`config.mk`:
```
export PLATFORM = sky130hd
export DESIGN_NAME = div_sequencer_flat
export DESIGN_NICKNAME = d
export VERILOG_FILES = /design/src/rtl/div_sequencer_if.sv /design/src/rtl/div_sequencer.sv /design/src/flat_wrapper.sv
export SDC_FILE = /design/constraint.sdc
export NUM_CORES = 1
export LEC_CHECK = 0
export ABC_AREA = 1
export CAP_MARGIN = 20
export CORE_ASPECT_RATIO = 1.1
export CORE_UTILIZATION = 35
export DETAILED_ROUTE_END_ITERATION = 7
export GPL_ROUTABILITY_DRIVEN = 0
export PLACE_DENSITY = 0.68
export SYNTH_ARGS = -nofsm -noshare
export SYNTH_HDL_FRONTEND = slang
export SYNTH_SLANG_ARGS = --single-unit
```
`constraint.sdc`:
```
create_clock -name clk -period 1.5 [get_ports clk]
set_clock_uncertainty 0.15 [all_clocks]
set_input_delay 0.3 -clock clk [delete_from_list [all_inputs] [get_ports clk]]
set_output_delay 0.3 -clock clk [all_outputs]
set_load 0.02 [all_outputs]
```
`src/rtl/div_sequencer_if.sv`:
```
// Signal bundle between the CPU control unit, the div_sequencer and the multicycle div datapath.
// The slave modport is the sequencer's view; the master modport is the view of the surrounding logic.
interface div_sequencer_if;
    logic        start;
    logic [31:0] dividend;
    logic [31:0] divisor;
    logic        busy;
    logic        done;
    logic        div_by_zero;
    logic [31:0] hi;
    logic [31:0] lo;
    logic        div_control;
    logic [31:0] div_a;
    logic [31:0] div_b;
    logic [31:0] div_hi;
    logic [31:0] div_lo;
    logic        div_err;

    modport slave (
        input  start, dividend, divisor, div_hi, div_lo, div_err,
        output busy, done, div_by_zero, hi, lo, div_control, div_a, div_b
    );

    modport master (
        output start, dividend, divisor, div_hi, div_lo, div_err,
        input  busy, done, div_by_zero, hi, lo, div_control, div_a, div_b
    );
endinterface

```
`src/rtl/div_sequencer.sv`:
```
// Sequences the unsigned multicycle divider for signed DIV: feeds magnitudes, holds divControl
// for DIV_CYCLES cycles, then sign-corrects the quotient/remainder into HI/LO.
module div_sequencer #(
    parameter int DIV_CYCLES = 33
) (
    input  logic            clk,
    input  logic            reset,
    div_sequencer_if.slave  sif
);
    localparam int CNT_W = $clog2(DIV_CYCLES);

    typedef enum logic [2:0] {
        IDLE,
        RUN,
        CAPTURE,
        FINISH,
        ZERO
    } state_e;

    state_e             state_q, state_d;
    logic [CNT_W-1:0]   cnt_q, cnt_d;
    logic               ctrl_q, ctrl_d;
    logic [31:0]        a_q, a_d;
    logic [31:0]        b_q, b_d;
    logic               neg_q_q, neg_q_d;
    logic               neg_r_q, neg_r_d;
    logic [31:0]        hi_q, hi_d;
    logic [31:0]        lo_q, lo_d;

    always_ff @(posedge clk) begin
        if (!reset) begin
            state_q <= IDLE;
            cnt_q   <= '0;
            ctrl_q  <= 1'b0;
            a_q     <= '0;
            b_q     <= '0;
            neg_q_q <= 1'b0;
            neg_r_q <= 1'b0;
            hi_q    <= '0;
            lo_q    <= '0;
        end else begin
            state_q <= state_d;
            cnt_q   <= cnt_d;
            ctrl_q  <= ctrl_d;
            a_q     <= a_d;
            b_q     <= b_d;
            neg_q_q <= neg_q_d;
            neg_r_q <= neg_r_d;
            hi_q    <= hi_d;
            lo_q    <= lo_d;
        end
    end

    always_comb begin
        state_d = state_q;
        cnt_d   = cnt_q;
        ctrl_d  = ctrl_q;
        a_d     = a_q;
        b_d     = b_q;
        neg_q_d = neg_q_q;
        neg_r_d = neg_r_q;
        hi_d    = hi_q;
        lo_d    = lo_q;

        case (state_q)
            IDLE: begin
                ctrl_d = 1'b0;
                if (sif.start) begin
                    // 0x80000000 negates to itself, which the divider reads as unsigned 2^31
                    a_d     = sif.dividend[31] ? (32'd0 - sif.dividend) : sif.dividend;
                    b_d     = sif.divisor[31]  ? (32'd0 - sif.divisor)  : sif.divisor;
                    neg_q_d = sif.dividend[31] ^ sif.divisor[31];
                    neg_r_d = sif.dividend[31];
                    cnt_d   = '0;
                    ctrl_d  = 1'b1;
                    state_d = RUN;
                end
            end
            RUN: begin
                cnt_d = cnt_q + CNT_W'(1);
                if (sif.div_err && (cnt_q == CNT_W'(1))) begin
                    ctrl_d  = 1'b0;
                    state_d = ZERO;
                end else if (cnt_q == CNT_W'(DIV_CYCLES - 1)) begin
                    ctrl_d  = 1'b0;
                    state_d = CAPTURE;
                end
            end
            CAPTURE: begin
                lo_d    = neg_q_q ? (32'd0 - sif.div_lo) : sif.div_lo;
                hi_d    = neg_r_q ? (32'd0 - sif.div_hi) : sif.div_hi;
                cnt_d   = '0;
                state_d = FINISH;
            end
            FINISH: begin
                state_d = IDLE;
            end
            ZERO: begin
                cnt_d   = '0;
                state_d = IDLE;
            end
            default: begin
                ctrl_d  = 1'b0;
                state_d = IDLE;
            end
        endcase
    end

    assign sif.busy        = (state_q == RUN) || (state_q == CAPTURE);
    assign sif.done        = (state_q == FINISH) || (state_q == ZERO);
    assign sif.div_by_zero = (state_q == ZERO);
    assign sif.hi          = hi_q;
    assign sif.lo          = lo_q;
    assign sif.div_control = ctrl_q;
    assign sif.div_a       = a_q;
    assign sif.div_b       = b_q;
endmodule

```
`src/flat_wrapper.sv`:
```
// flat-port wrapper written by rule: the top's interface ports become plain ports
module div_sequencer_flat 
#(
    parameter int DIV_CYCLES = 33
)
  (clk, reset, sif_start, sif_dividend, sif_divisor, sif_div_hi, sif_div_lo, sif_div_err, sif_busy, sif_done, sif_div_by_zero, sif_hi, sif_lo, sif_div_control, sif_div_a, sif_div_b);
  div_sequencer_if sif_i ();
  input  logic clk;
  input  logic reset;
  input wire logic [$bits(sif_i.start)-1:0] sif_start;
  input wire logic [$bits(sif_i.dividend)-1:0] sif_dividend;
  input wire logic [$bits(sif_i.divisor)-1:0] sif_divisor;
  input wire logic [$bits(sif_i.div_hi)-1:0] sif_div_hi;
  input wire logic [$bits(sif_i.div_lo)-1:0] sif_div_lo;
  input wire logic [$bits(sif_i.div_err)-1:0] sif_div_err;
  output wire logic [$bits(sif_i.busy)-1:0] sif_busy;
  output wire logic [$bits(sif_i.done)-1:0] sif_done;
  output wire logic [$bits(sif_i.div_by_zero)-1:0] sif_div_by_zero;
  output wire logic [$bits(sif_i.hi)-1:0] sif_hi;
  output wire logic [$bits(sif_i.lo)-1:0] sif_lo;
  output wire logic [$bits(sif_i.div_control)-1:0] sif_div_control;
  output wire logic [$bits(sif_i.div_a)-1:0] sif_div_a;
  output wire logic [$bits(sif_i.div_b)-1:0] sif_div_b;
  assign sif_i.start = sif_start;
  assign sif_i.dividend = sif_dividend;
  assign sif_i.divisor = sif_divisor;
  assign sif_i.div_hi = sif_div_hi;
  assign sif_i.div_lo = sif_div_lo;
  assign sif_i.div_err = sif_div_err;
  assign sif_busy = sif_i.busy;
  assign sif_done = sif_i.done;
  assign sif_div_by_zero = sif_i.div_by_zero;
  assign sif_hi = sif_i.hi;
  assign sif_lo = sif_i.lo;
  assign sif_div_control = sif_i.div_control;
  assign sif_div_a = sif_i.div_a;
  assign sif_div_b = sif_i.div_b;
  div_sequencer #(.DIV_CYCLES(DIV_CYCLES)) u_core (.clk(clk), .reset(reset), .sif(sif_i));
endmodule
```
### Word-level counts from Yosys, hierarchy flattened

Cells that the tools add are included.

| operators by class | value |
|---|---|
| add/subtract/negate cells | 5 |
| $mul | 0 |
| divide/modulo/power cells | 0 |
| magnitude comparators | 0 |
| equality and inequality tests | 8 |
| shift-type cells | 0 |
| mux-type cells | 14 |
| bitwise gates (word level) | 2 |
| reductions and logical operators | 11 |

Operator list:

| cell | count |
|---|---|
| $mux W32 | 4 |
| $sub A1 B32 Y32 const A | 4 |
| $pmux W6 S3 | 1 |
| $mux W3 | 3 |
| $pmux W3 S3 | 1 |
| $reduce_and A2 Y1 | 4 |
| $add A6 B1 Y6 const B | 1 |
| $eq A3 B2 Y1 const B | 2 |
| $eq A6 B1 Y1 const B | 1 |
| $eq A6 B6 Y1 const B | 1 |
| $mux W6 | 1 |
| $eq A3 B1 Y1 const B | 1 |
| $eq A3 B3 Y1 const B | 1 |
| $logic_not A3 Y1 | 1 |
| $mux W1 | 3 |
| $ne A3 B1 Y1 const B | 1 |
| $pmux W1 S3 | 1 |
| $reduce_bool A3 Y1 | 1 |
| $reduce_or A3 Y1 | 1 |
| $logic_or A1 B1 Y1 | 2 |
| $ne A2 B2 Y1 const B | 1 |
| $reduce_or A2 Y1 | 1 |
| $logic_and A1 B1 Y1 | 1 |
| $not A1 Y1 | 1 |
| $xor A1 B1 Y1 | 1 |

| storage, ports and cells | value |
|---|---|
| register bits | 140 |
| latch bits | 0 |
| bits in writable memories | 0 |
| bits in read-only memories | 0 |
| bits of input ports | 132 |
| output and inout bits | 132 |
| logic and storage cells | 49 |
| memories kept | 0 |

### Longest topological paths before layout

Gate-level depths: netlist of the first run.

| depth | value |
|---|---|
| depth in word-level cells | 4 |
| depth in mapped cells | 12 |
| depth with buffers taken out | 12 |

### Worst setup path after synthesis of the first run

No wires, ideal clock.

| path | value |
|---|---|
| path type | register -> output |
| start point | reg u_core.state_q[0] |
| end point | out sif_done |
| data arrival time | 1.188 ns |
| data required time | 1.050 ns |
| setup slack | -0.138 ns |
| cell stages (with the launch flop) | 6 |
| buffers on the path | 0 |
| path through | dfxtp_1 nor2_1 inv_1 nor2_1 inv_1 o21ai_0 |

| between the ends | value |
|---|---|
| word-level cells in the longest chain between the ends | 2 |
| elaborated cells between the ends (all ways) | 3 |
| classes of those cells | eq/ne (2); reduce/logical (1) |

Ends and longest elaborated chain:

| what | line | RTL |
|---|---|---|
| start: declaration | div_sequencer.sv:20 | `state_e state_q, state_d;` |
| start signal: assignment | div_sequencer.sv:42 | `state_q <= state_d;` |
| $eq A3 B3 Y1 | n/a |  |
| named net sif_div_by_zero | flat_wrapper.sv:18 | `output wire logic [$bits(sif_i.div_by_zero)-1:0] sif_div_by_zero;` |
| $logic_or A1 B1 Y1 | div_sequencer.sv:110 | `assign sif.done = (state_q == FINISH) \|\| (state_q == ZERO);` |
| end: declaration | flat_wrapper.sv:17 | `output wire logic [$bits(sif_i.done)-1:0] sif_done;` |

The timed path passes the listed nets, and every way through them passes these cells.

### Worst setup path in the final report of the first run

| path | value |
|---|---|
| start point | reg u_core.state_q[1] |
| end point | out sif_done |

| between the ends | value |
|---|---|
| word-level cells in the longest chain between the ends | 2 |
| elaborated cells between the ends (all ways) | 3 |
| classes of those cells | eq/ne (2); reduce/logical (1) |

Ends and longest elaborated chain:

| what | line |
|---|---|
| $eq A3 B2 Y1 or $eq A3 B3 Y1 (tied branches) | div_sequencer.sv:110 |
| $logic_or A1 B1 Y1 * | div_sequencer.sv:110 |

Mark *: on every way between the ends. The rest lies on a longest branch, timed or not.

==> metrics.md, run 1 <==
| Metric | Value |
|---|---|
| Outcome | finished, violations left |
| Failing checks | negative setup slack |
| Largest stage delay on the critical path | 0.36 ns |
| DRT iter0 DRCs | 692 |
| Number of synthesized register bits | 140 |
| Crit path kind | reg -> out |
| Critical Path Start Type | flip-flop |
| Max cap viols | 0 |
| Final Power | 15.2 mW |
| Layout Nets | 2,170 |
| Largest net degree at the start of global routing | 51 |
| Row count | 61 |
| Yosys top cell area share | 0.304 |
| Final std cells w/o fill | 2,395 |
| Die width | 157 µm |
| Setup violations, final | 142 |
| PwrDens | 924 mW/mm² |
| Synth cell types | 43 |
| Data required, critical path | 1.05 ns |
| Area delta synth->final | 78.5% |
| Die area | 0.0270 mm² |
| Antenna violations before repair | 5 |
| First-pass GRT wire length | 58,900 µm |
| CP endpoint kind | output port |
| Synthesized net count | 1,608 |
| Drt total wl | 38,800 µm |
| P_leak | 8.06 nW |
| Dpl cell area | 0.0140 mm² |
| Asr flop ratio synth | 0 |
| Final hold vios | 0 |
| Sequential share of the synthesized area | 0.304 |
| Starting Density | 0.361 |
| Crit path launch | u_core.state_q[1] |
| Residual DRC count | 0 |
| Pre-CTS setup slack | -0.763 ns |
| Final cycle utilization of the critical path | 1.22 |
| Share of layout cells above drive strength 1 | 0.369 |
| CP max-delay cell | dfxtp_4 |
| Inst Count DP | 2,269 |
| Number of global-route vias before repair | 11,900 |
| FF+latch area | 0.00282 mm² |
| Worst R2R Start | u_core.state_q[1] |
| Clock root buffer | clkbuf_16 |
| Post-synthesis cell area | 0.00923 mm² |
| CP Cell Sequence | nor2_4 -> inv_2 -> nor2_2 -> inv_1 -> o21ai_1 -> buf_4 |
| Core area | 0.0256 mm² |
| Hold_buf cts | 0 |
| All-Layer GR Usage | 0.277 |
| Via Count | 12,100 |
| Commonest cells in the netlist | 369 x nand2_1, 185 x inv_1, 181 x nor2_1 |
| Worst EP arrival | 1.38 ns |
| Tightest Pin Transition | 0.472 ns |
| Max Root-Sink Buffers | 2 |
| Final Instance Area | 0.0165 mm² |
| Port Buffers | 263 |
| Post-Syn Instances | 1,469 |
| CTS tree | yes |
| Final min period | 1.83 ns |
| Post-DR wirelength/cell | 16.2 µm |
| TritonCTS buffer count | 17 |
| Worst slew margin | 0.682 |
| Multi-input gate area | 0.00630 mm² |
| Clock sink count | 140 |
| Filler cells | 2,154 |
| Post-synthesis area per instance | 6.28 µm² |
| Max VDD drop | 678 µV |
| Ys Warns | 0 |
| Largest area contributor in the netlist | dfxtp_1 |
| Clk pin slew, worst setup/hold paths | 0.07 ns |
| DR pass1 iterations | 5 |
| Hold Crit Class | in -> reg |
| Crit Path Max Fanout | 3 |
| Main flop type after synthesis | dfxtp_1 |
| Most frequent cell after synthesis | nand2_1 |
| Vias per inst | 5.06 |
| Worst-skew pair later-pin latency | 0.42 ns |
| Post-synth EDFFs | 0 |
| Final core occ | 0.644 |
| Hold wc startpoint | reset |
| H-Tree Depth | 4 |
| Synth top area cells | dfxtp_1 30%, nand2_1 15%, inv_1 7.5%, nor2_1 7.4%, nand3_1 7.0% |
| GRT Residual Overflow | 0 |
| Slack of the critical path | -0.330 ns |
| FMAX | 0.546 GHz |
| HPWL Detailed | 24,600 µm |
| ANT nets after route | 0 |
| Die Y | 172 µm |
| IO Pins | 264 |
| Slew Viols, Final | 0 |
| RSZ-0062 raised after global routing | true |
[cell type report]
type | count | share of cell area
well taps | 346 | 0.0263
repair inverters | 1 | 0.00182
multi-input cells | 1082 | 0.382
inverters | 190 | 0.0463
clock inverters | 15 | 0.00972
flip-flops and latches | 140 | 0.171
diodes | 5 | 0.000759
repair buffers | 599 | 0.336
clock buffers | 17 | 0.0258
[what timing repair did]
action | 4_1_cts | 5_1_grt
cloned | 29 | 3
pin swaps | 81 | 39
gates resized for setup | 792 | 218
setup buffers | 50 | 19
endpoints found under the setup margin | 269 | 195
[kinds of logic (layout without fill, tap and decap cells)]
kind of cell | count (synthesis) | in the layout | synth area share
simple gates | 758 | 758 | 0.358
xor+xnor | 48 | 48 | 0.0456
flops | 140 | 140 | 0.304
buf+inv | 247 | 822 | 0.109
fa+ha+maj | 7 | 7 | 0.00949
other cells | 0 | 5 | 0
compound gates | 269 | 269 | 0.174
[layout by cell type (no fill, tap or decap), drive strengths merged, types with 14 or more instances in the layout]
cell type	instances
nand2	377
dlymetal6s2s	16
dfxtp	140
xor2	35
nand4	23
inv	194
nand3	133
o21ai	107
nor2	204
clkbuf	20
buf	456
o21bai	14
dlygate4sd2	48
o21a	44
clkdlybuf4s50	64
a21oi	72
[routing by layer]
layer,up-vias,part of all wire,track usage
li1,5884,-,-
met2,495,0.50,0.501
met5,-,0,0
met1,5610,0.39,0.303
met3,119,0.071,0.0584
met4,0,0.036,0.147
[registers in the layout (all words and copies together) (netlist names)]
name	flops
u_core.sif.hi	32
u_core.cnt_q	6
u_core.sif.lo	32
u_core.sif.div_a	32
u_core.sif.div_b	32
u_core.neg_r_q	1
u_core.neg_q_q	1
u_core.state_q	3
u_core.sif.div_control	1
[critical path: cells and delay by family, from the launching register on]
kind            cells  cell delay (ns)
compound gates      1             0.08
buf+inv             3             0.28
simple gates        2             0.25
flops               1             0.36
[through the flow]
stage	hold WS (ns)	setup TNS (ns)
final	0.0458	-22.42
after global routing	0.0347	-30.20
after floorplan	0.277	-0.0523
after detailed placement	0.334	-70.45
after CTS	0.0266	-15.06
after global placement	0.333	-67.84
[power by group]
part	switching, mW	total (mW)	internal, mW
clock network	1.86	4.33	2.48
registers	0.304	4.47	4.17
logic	3.37	6.41	3.05
total	5.53	15.2	9.69
[path summary, 6_finish.rpt]
path,slack [ns],depth (start not counted),endpoint
max,-0.33,6,sif_done
min,0.05,3,u_core.sif.div_a[17]
max reg2reg,-0.31,12,u_core.sif.div_a[23]
min reg2reg,0.32,2,u_core.sif.div_control
Power figures use the tool's default switching activity.
==> run 2: changes to the inputs <==
--- a/config.mk
+++ b/config.mk
@@ -11,7 +11,7 @@
 export CORE_UTILIZATION = 35
 export DETAILED_ROUTE_END_ITERATION = 7
 export GPL_ROUTABILITY_DRIVEN = 0
-export PLACE_DENSITY = 0.68
+export PLACE_DENSITY = 0.66
 export SYNTH_ARGS = -nofsm -noshare
 export SYNTH_HDL_FRONTEND = slang
 export SYNTH_SLANG_ARGS = --single-unit
==> constraint.sdc (replaced) <==
create_clock -name clk -period 1.8 [get_ports clk]
set_clock_uncertainty 0.15 [all_clocks]
set_input_delay 0.36 -clock clk [delete_from_list [all_inputs] [get_ports clk]]
set_output_delay 0.36 -clock clk [all_outputs]
set_load 0.02 [all_outputs]
==> metrics.md, run 2 (synthesis gave the netlist of run 1 again) <==
| Metric | Value |
|---|---|
| Number of global-route vias before repair | 10,300 (-13%) |
| HPWL Detailed | 24,200 µm (-2.0%) |
| TritonCTS buffer count | 17 (unchanged) |
| Die width | 157 µm (unchanged) |
| Final hold vios | 0 (unchanged) |
| DRT iter0 DRCs | 536 (-23%) |
| Crit path kind | reg -> out |
| Post-DR wirelength/cell | 14.1 µm (-13%) |
| Layout Nets | 2,081 (-4.1%) |
| Vias per inst | 4.85 (-4.1%) |
| Core area | 0.0256 mm² (unchanged) |
| Worst EP arrival | 1.31 ns (-0.07 ns) |
| Most frequent cells in the layout | 356 x nand2_1, 242 x buf_4, 179 x inv_1 |
| Hold Crit Class | in -> reg |
| Outcome | finished, violations left |
| Row count | 61 (unchanged) |
| Die Y | 172 µm (unchanged) |
| Max VDD drop | 549 µV (-19%) |
| Critical Path Start Type | flip-flop |
| Starting Density | 0.361 (unchanged) |
| GRT Residual Overflow | 0 (unchanged) |
| PwrDens | 774 mW/mm² (-16%) |
| Final min period | 1.82 ns |
| Data required, critical path | 1.29 ns (+0.24 ns) |
| Inst Count DP | 2,254 (-0.66%) |
| Via Count | 11,200 (-7.9%) |
| Port Buffers | 263 (unchanged) |
| Final cycle utilization of the critical path | 1.01 |
| CTS tree | yes |
| Largest net degree at the start of global routing | 96 (+88%) |
| Worst-skew pair later-pin latency | 0.42 ns (about the same) |
| Die area | 0.0270 mm² (unchanged) |
| Residual DRC count | 0 (unchanged) |
| Crit Path Max Fanout | 3 (unchanged) |
| Commonest non-fill, non-tap cell in the layout | nand2_1 |
| FMAX | 0.549 GHz |
| DR pass1 iterations | 5 (unchanged) |
| IO Pins | 264 (unchanged) |
| Final std cells w/o fill | 2,301 (-3.9%) |
| Clk pin slew, worst setup/hold paths | 0.06 ns (about the same) |
| RSZ-0062 raised after global routing | true |
| ANT nets after route | 0 (unchanged) |
| Tightest Pin Transition | 0.404 ns (-0.0681 ns) |
| Clock sink count | 140 (unchanged) |
| Share of layout cells above drive strength 1 | 0.201 (-0.168) |
| Slack of the critical path | -0.0215 ns (+0.309 ns) |
| Max cap viols | 0 (unchanged) |
| P_leak | 7.56 nW (-6.3%) |
| Antenna violations before repair | 3 (-2) |
| Max Root-Sink Buffers | 2 (unchanged) |
| Failing checks | negative setup slack |
| Setup violations, final | 2 (-99%) |
| Clock root buffer | clkbuf_16 |
| H-Tree Depth | 4 (unchanged) |
| All-Layer GR Usage | 0.233 (-0.0446) |
| Slew Viols, Final | 0 (unchanged) |
| First-pass GRT wire length | 49,600 µm (-16%) |
| Drt total wl | 32,500 µm (-16%) |
| Setup TNS | -0.0342 ns (+22.38 ns) |
| Area delta synth->final | 59.2% |
| Worst slew margin | 0.731 (+0.0484) |
| CP endpoint kind | output port |
[run 2: final timing paths]
| check | endpoint | slack, ns | cells past startpoint | start |
|---|---|---|---|---|
| worst max-delay path | sif_busy | -0.02 | 5 | u_core.state_q[0] |
| worst min-delay path | u_core.sif.lo[1] | 0.11 | 3 | sif_div_lo[1] |
| worst max register to register | u_core.sif.div_b[27] | 0.05 | 10 | u_core.state_q[0] |
| worst min register to register | u_core.sif.div_control | 0.33 | 2 | u_core.sif.div_control |
[run 2: critical path, stage by stage (launching register included)]
cell and delay, ns:
dfxtp_2 0.37, inv_2 0.07, nor3_4 0.21, inv_2 0.06
nand2_2 0.07, buf_6 0.11
[run 2: metrics by stage]
step / util / hold slack, ns / area [µm²] / setup WS [ns] / total power, mW
global placement: 0.540 / 0.320 / 13800 / -0.510 / 7.73
finish: 0.575 / 0.107 / 14700 / -0.0215 / 11.4
floorplan: - / 0.316 / 9230 / 0.102 / 5.83
global route: 0.575 / 0.112 / 14700 / -0.0787 / 12.0
CTS: 0.560 / 0.253 / 14300 / -0.0539 / 11.3
detailed placement: 0.540 / 0.323 / 13800 / -0.529 / 7.77
[run 2: final cells by class]
class | instances | area [µm²]
Tap cell | 346 | 433
Clock buffer | 17 | 425
Antenna cell | 2 | 5.00
Fill cell | 2459 | 10900
Clock inverter | 13 | 164
Sequential cell | 140 | 2810
Timing Repair Buffer | 511 | 4490
Multi-Input combinational cell | 1082 | 5650
Inverter | 190 | 721
[run 2: layer usage]
metal / GRT usage / part of all wire / up-vias
li1: - / - / 5670
met1: 0.271 / 0.42 / 5030
met2: 0.414 / 0.48 / 386
met3: 0.0559 / 0.075 / 64
met4: 0.0797 / 0.025 / 2
met5: 0 / 0.00037 / -
[run 2: repair_timing]
action / in CTS / in global routing
gates resized for setup: 165 / 90
endpoints found under the setup margin: 137 / 81
hold buffers: 0 / 0
buffers inserted: 3 / 10
pin swaps: 7 / 33
gates cloned: 1 / 1
[run 2: where the power goes]
part | internal (mW) | switching (mW)
clock network | 2.18 | 1.51
logic | 1.76 | 2.25
registers | 3.47 | 0.203
==> patch, RTL diff (settings of run 2) <==
`DIV_CYCLES` is set to 33 in 2 places; all go to 66.
--- a/src/rtl/div_sequencer.sv
+++ b/src/rtl/div_sequencer.sv
@@ -1,7 +1,7 @@
 // Sequences the unsigned multicycle divider for signed DIV: feeds magnitudes, holds divControl
 // for DIV_CYCLES cycles, then sign-corrects the quotient/remainder into HI/LO.
 module div_sequencer #(
-    parameter int DIV_CYCLES = 33
+    parameter int DIV_CYCLES = 66
 ) (
     input  logic            clk,
     input  logic            reset,
--- a/src/flat_wrapper.sv
+++ b/src/flat_wrapper.sv
@@ -1,7 +1,7 @@
 // flat-port wrapper written by rule: the top's interface ports become plain ports
 module div_sequencer_flat 
 #(
-    parameter int DIV_CYCLES = 33
+    parameter int DIV_CYCLES = 66
 )
   (clk, reset, sif_start, sif_dividend, sif_divisor, sif_div_hi, sif_div_lo, sif_div_err, sif_busy, sif_done, sif_div_by_zero, sif_hi, sif_lo, sif_div_control, sif_div_a, sif_div_b);
   div_sequencer_if sif_i ();
Behaviour: no difference found for any inputs over 10 cycles, from zero or initial values and one cycle with reset low; that may be too few to reach the edited logic, so the function may still have changed.
==> patch against run 2 <==
  * The run still ends with negative setup slack left
  * Clock power fell by 2%
  * Cell area decreased by 0.15%
  * Sequential cell count increased by 1
  * Power shrank 6.6%
  * Hold slack got worse by 0.016 ns
  * Wire length shrank 3.2%
  * Worst setup slack hardly changed
  * Area after synthesis down 1.4%
  * Via count decreased by 1.4%
==> patch: results (changes against run 2) <==
global_routing:
  maximum_number_of_pins_on_one_net_before_global_route_repair: 77  # was 96
  initial_antenna_violation_count: 0  # was 3
  grt_usage_pct: 23.6  # was 23.3%
  first_pass_grt_wire_length_um: 50600  # was 49,600 um
routing:
  num_vias: 11000  # was 11,200
  wl_per_cell_um: 13.7  # was 14.1 um
  drt_first_iter_violations: 566  # was 536
critical_path:
  setup.worst_path.end: "sif_done"  # was sif_busy
  ff2ff_setup_slack_ns: 0.02  # was 0.05 ns
  cp_slowest_stage_delay_ns: 0.35  # was 0.37 ns
  critPathSlowestCell: "sky130_fd_sc_hd__dfxtp_4"  # was sky130_fd_sc_hd__dfxtp_2
  crit_path_start: "u_core.state_q[1]$_SDFFE_PN0P_"  # was u_core.state_q[0]$_SDFFE_PN0P_
  timing.critical_path.arrival_ns: 1.31  # about the same
  rr_endpoint: "u_core.sif.div_a[31]$_SDFFE_PN0P_"  # was u_core.sif.div_b[27]$_SDFFE_PN0P_
placed_design:
  estimated_wirelength_of_the_detail_placed_design_um: 23700  # was 24,200 um
  place_area_mm2: 0.0138  # about the same
  port_buffers: 263  # unchanged
  preCtsSetupSlack_ns: -0.487  # was -0.529 ns
pwr:
  power_leakage_uw: 0.00744  # was 0.00756 uW
  worst_ir_drop_vdd_v: 0.000540  # was 0.000549 V
run_status:
  violations_in_the_final_reports: "negative setup slack"  # unchanged
  status: "finished, violations left"  # unchanged
sta:
  worst_slew_pin_slew_ns: 0.396  # was 0.404 ns
  final.setup.worst_slack_ns: -0.0216  # was -0.0215 ns
  timing.final.setup_violations: 1  # was 2
  timing.setup.tns_ns: -0.0216  # was -0.0342 ns
  min_period_over_period_pct: 101  # about the same
synth:
  syn-num-nets: 1600  # was 1,608
  syn_avg_cell_area_um2: 6.23  # was 6.28 um2
  seq_area_frac_synth_pct: 31.0  # was 30.4%
  synth.cells.most_frequent: "sky130_fd_sc_hd__nand2_1, sky130_fd_sc_hd__nor2_1, sky130_fd_sc_hd__inv_1"  # was sky130_fd_sc_hd__nand2_1, sky130_fd_sc_hd__inv_1, sky130_fd_sc_hd__nor2_1
  synth_area_leaders: "sky130_fd_sc_hd__dfxtp_1, sky130_fd_sc_hd__nand2_1, sky130_fd_sc_hd__nor2_1"  # was sky130_fd_sc_hd__dfxtp_1, sky130_fd_sc_hd__nand2_1, sky130_fd_sc_hd__inv_1
cells_and_area:
  layout-drive-gt1-share_pct: 18.9  # was 20.1%
  antenna_cells_inserted: 0  # was 2
  fill_cells: 2510  # was 2,459
  layout.cells.non_filler: 2300  # was 2,301
patch: cell count changes after synthesis, moves of 5 or more:
cell,run 2,this run
sky130_fd_sc_hd__buf_2,30,21
sky130_fd_sc_hd__inv_1,185,180
sky130_fd_sc_hd__nand2_1,369,388
sky130_fd_sc_hd__nand2_2,7,2
sky130_fd_sc_hd__nand3b_1,6,11
sky130_fd_sc_hd__nor2_2,13,6
sky130_fd_sc_hd__nor2_4,10,2
sky130_fd_sc_hd__o21ai_1,8,3
sky130_fd_sc_hd__o221ai_1,8,1
patch: timing repair:
item | CTS | global route
pin swaps | 0 | 11
setup endpoints to repair | 148 | 78
hold buffers | 0 | 0
gates resized for setup | 156 | 93
setup buffers | 0 | 11
cloned | 3 | 4
patch: kinds of logic after synthesis:
logic type	Yosys count	share of synthesized area, %
buffers and inverters	241	10.9
AOI/OAI and AO/OA	262	17.2
DFF	141	31.0
xor gates and xnor gates	49	4.71
and+or+nand+nor	763	35.4
adders and majority gates	6	0.825
patch: worst min-delay path by stage:
stage,startpoint,endpoint,slack [ns],cells after the start
after floorplan,u_core.cnt_q[4]$_SDFFE_PN0P_,u_core.cnt_q[4]$_SDFFE_PN0P_,0.32,2
after global placement,u_core.sif.div_a[31]$_SDFFE_PN0P_,u_core.sif.div_a[31]$_SDFFE_PN0P_,0.30,2
after global routing,reset,u_core.state_q[2]$_SDFFE_PN0P_,0.09,3
after CTS,reset,u_core.state_q[2]$_SDFFE_PN0P_,0.08,3
after detailed placement,u_core.sif.div_a[31]$_SDFFE_PN0P_,u_core.sif.div_a[31]$_SDFFE_PN0P_,0.32,2
final,reset,u_core.state_q[2]$_SDFFE_PN0P_,0.09,3
patch: cell type report:
| cell class | count | area, um2 | area share, % |
|---|---|---|---|
| timing repair inverter | 1 | 11.3 | 0.0767 |
| tap | 346 | 433 | 2.95 |
| sequential | 141 | 2830 | 19.3 |
| clock buffer | 24 | 482 | 3.28 |
| inverter | 185 | 713 | 4.86 |
| clock inverter | 8 | 108 | 0.733 |
| multi-input combinational | 1080 | 5460 | 37.2 |
| timing repair buffer | 515 | 4630 | 31.6 |
patch: report_power, final:
| part | internal [uW] | switching, uW | total, uW |
|---|---|---|---|
| sequential | 3420 | 181 | 3600 |
| clock | 2160 | 1440 | 3610 |
| combinational | 1580 | 1840 | 3420 |
patch: critical path: cells and delay by family (launching register included):
family          cells  cell delay [ns]
buf+inv             1             0.16
flops               1             0.35
compound gates      1             0.11
simple gates        1             0.26
patch: layer usage:
layer | global-route usage, % | up-vias | routed length (um)
li1 | - | 5666 | -
met1 | 27.8 | 4989 | 13600
met2 | 42.5 | 298 | 15600
met3 | 4.74 | 40 | 1730
met4 | 7.59 | 0 | 507
met5 | 0 | - | 0
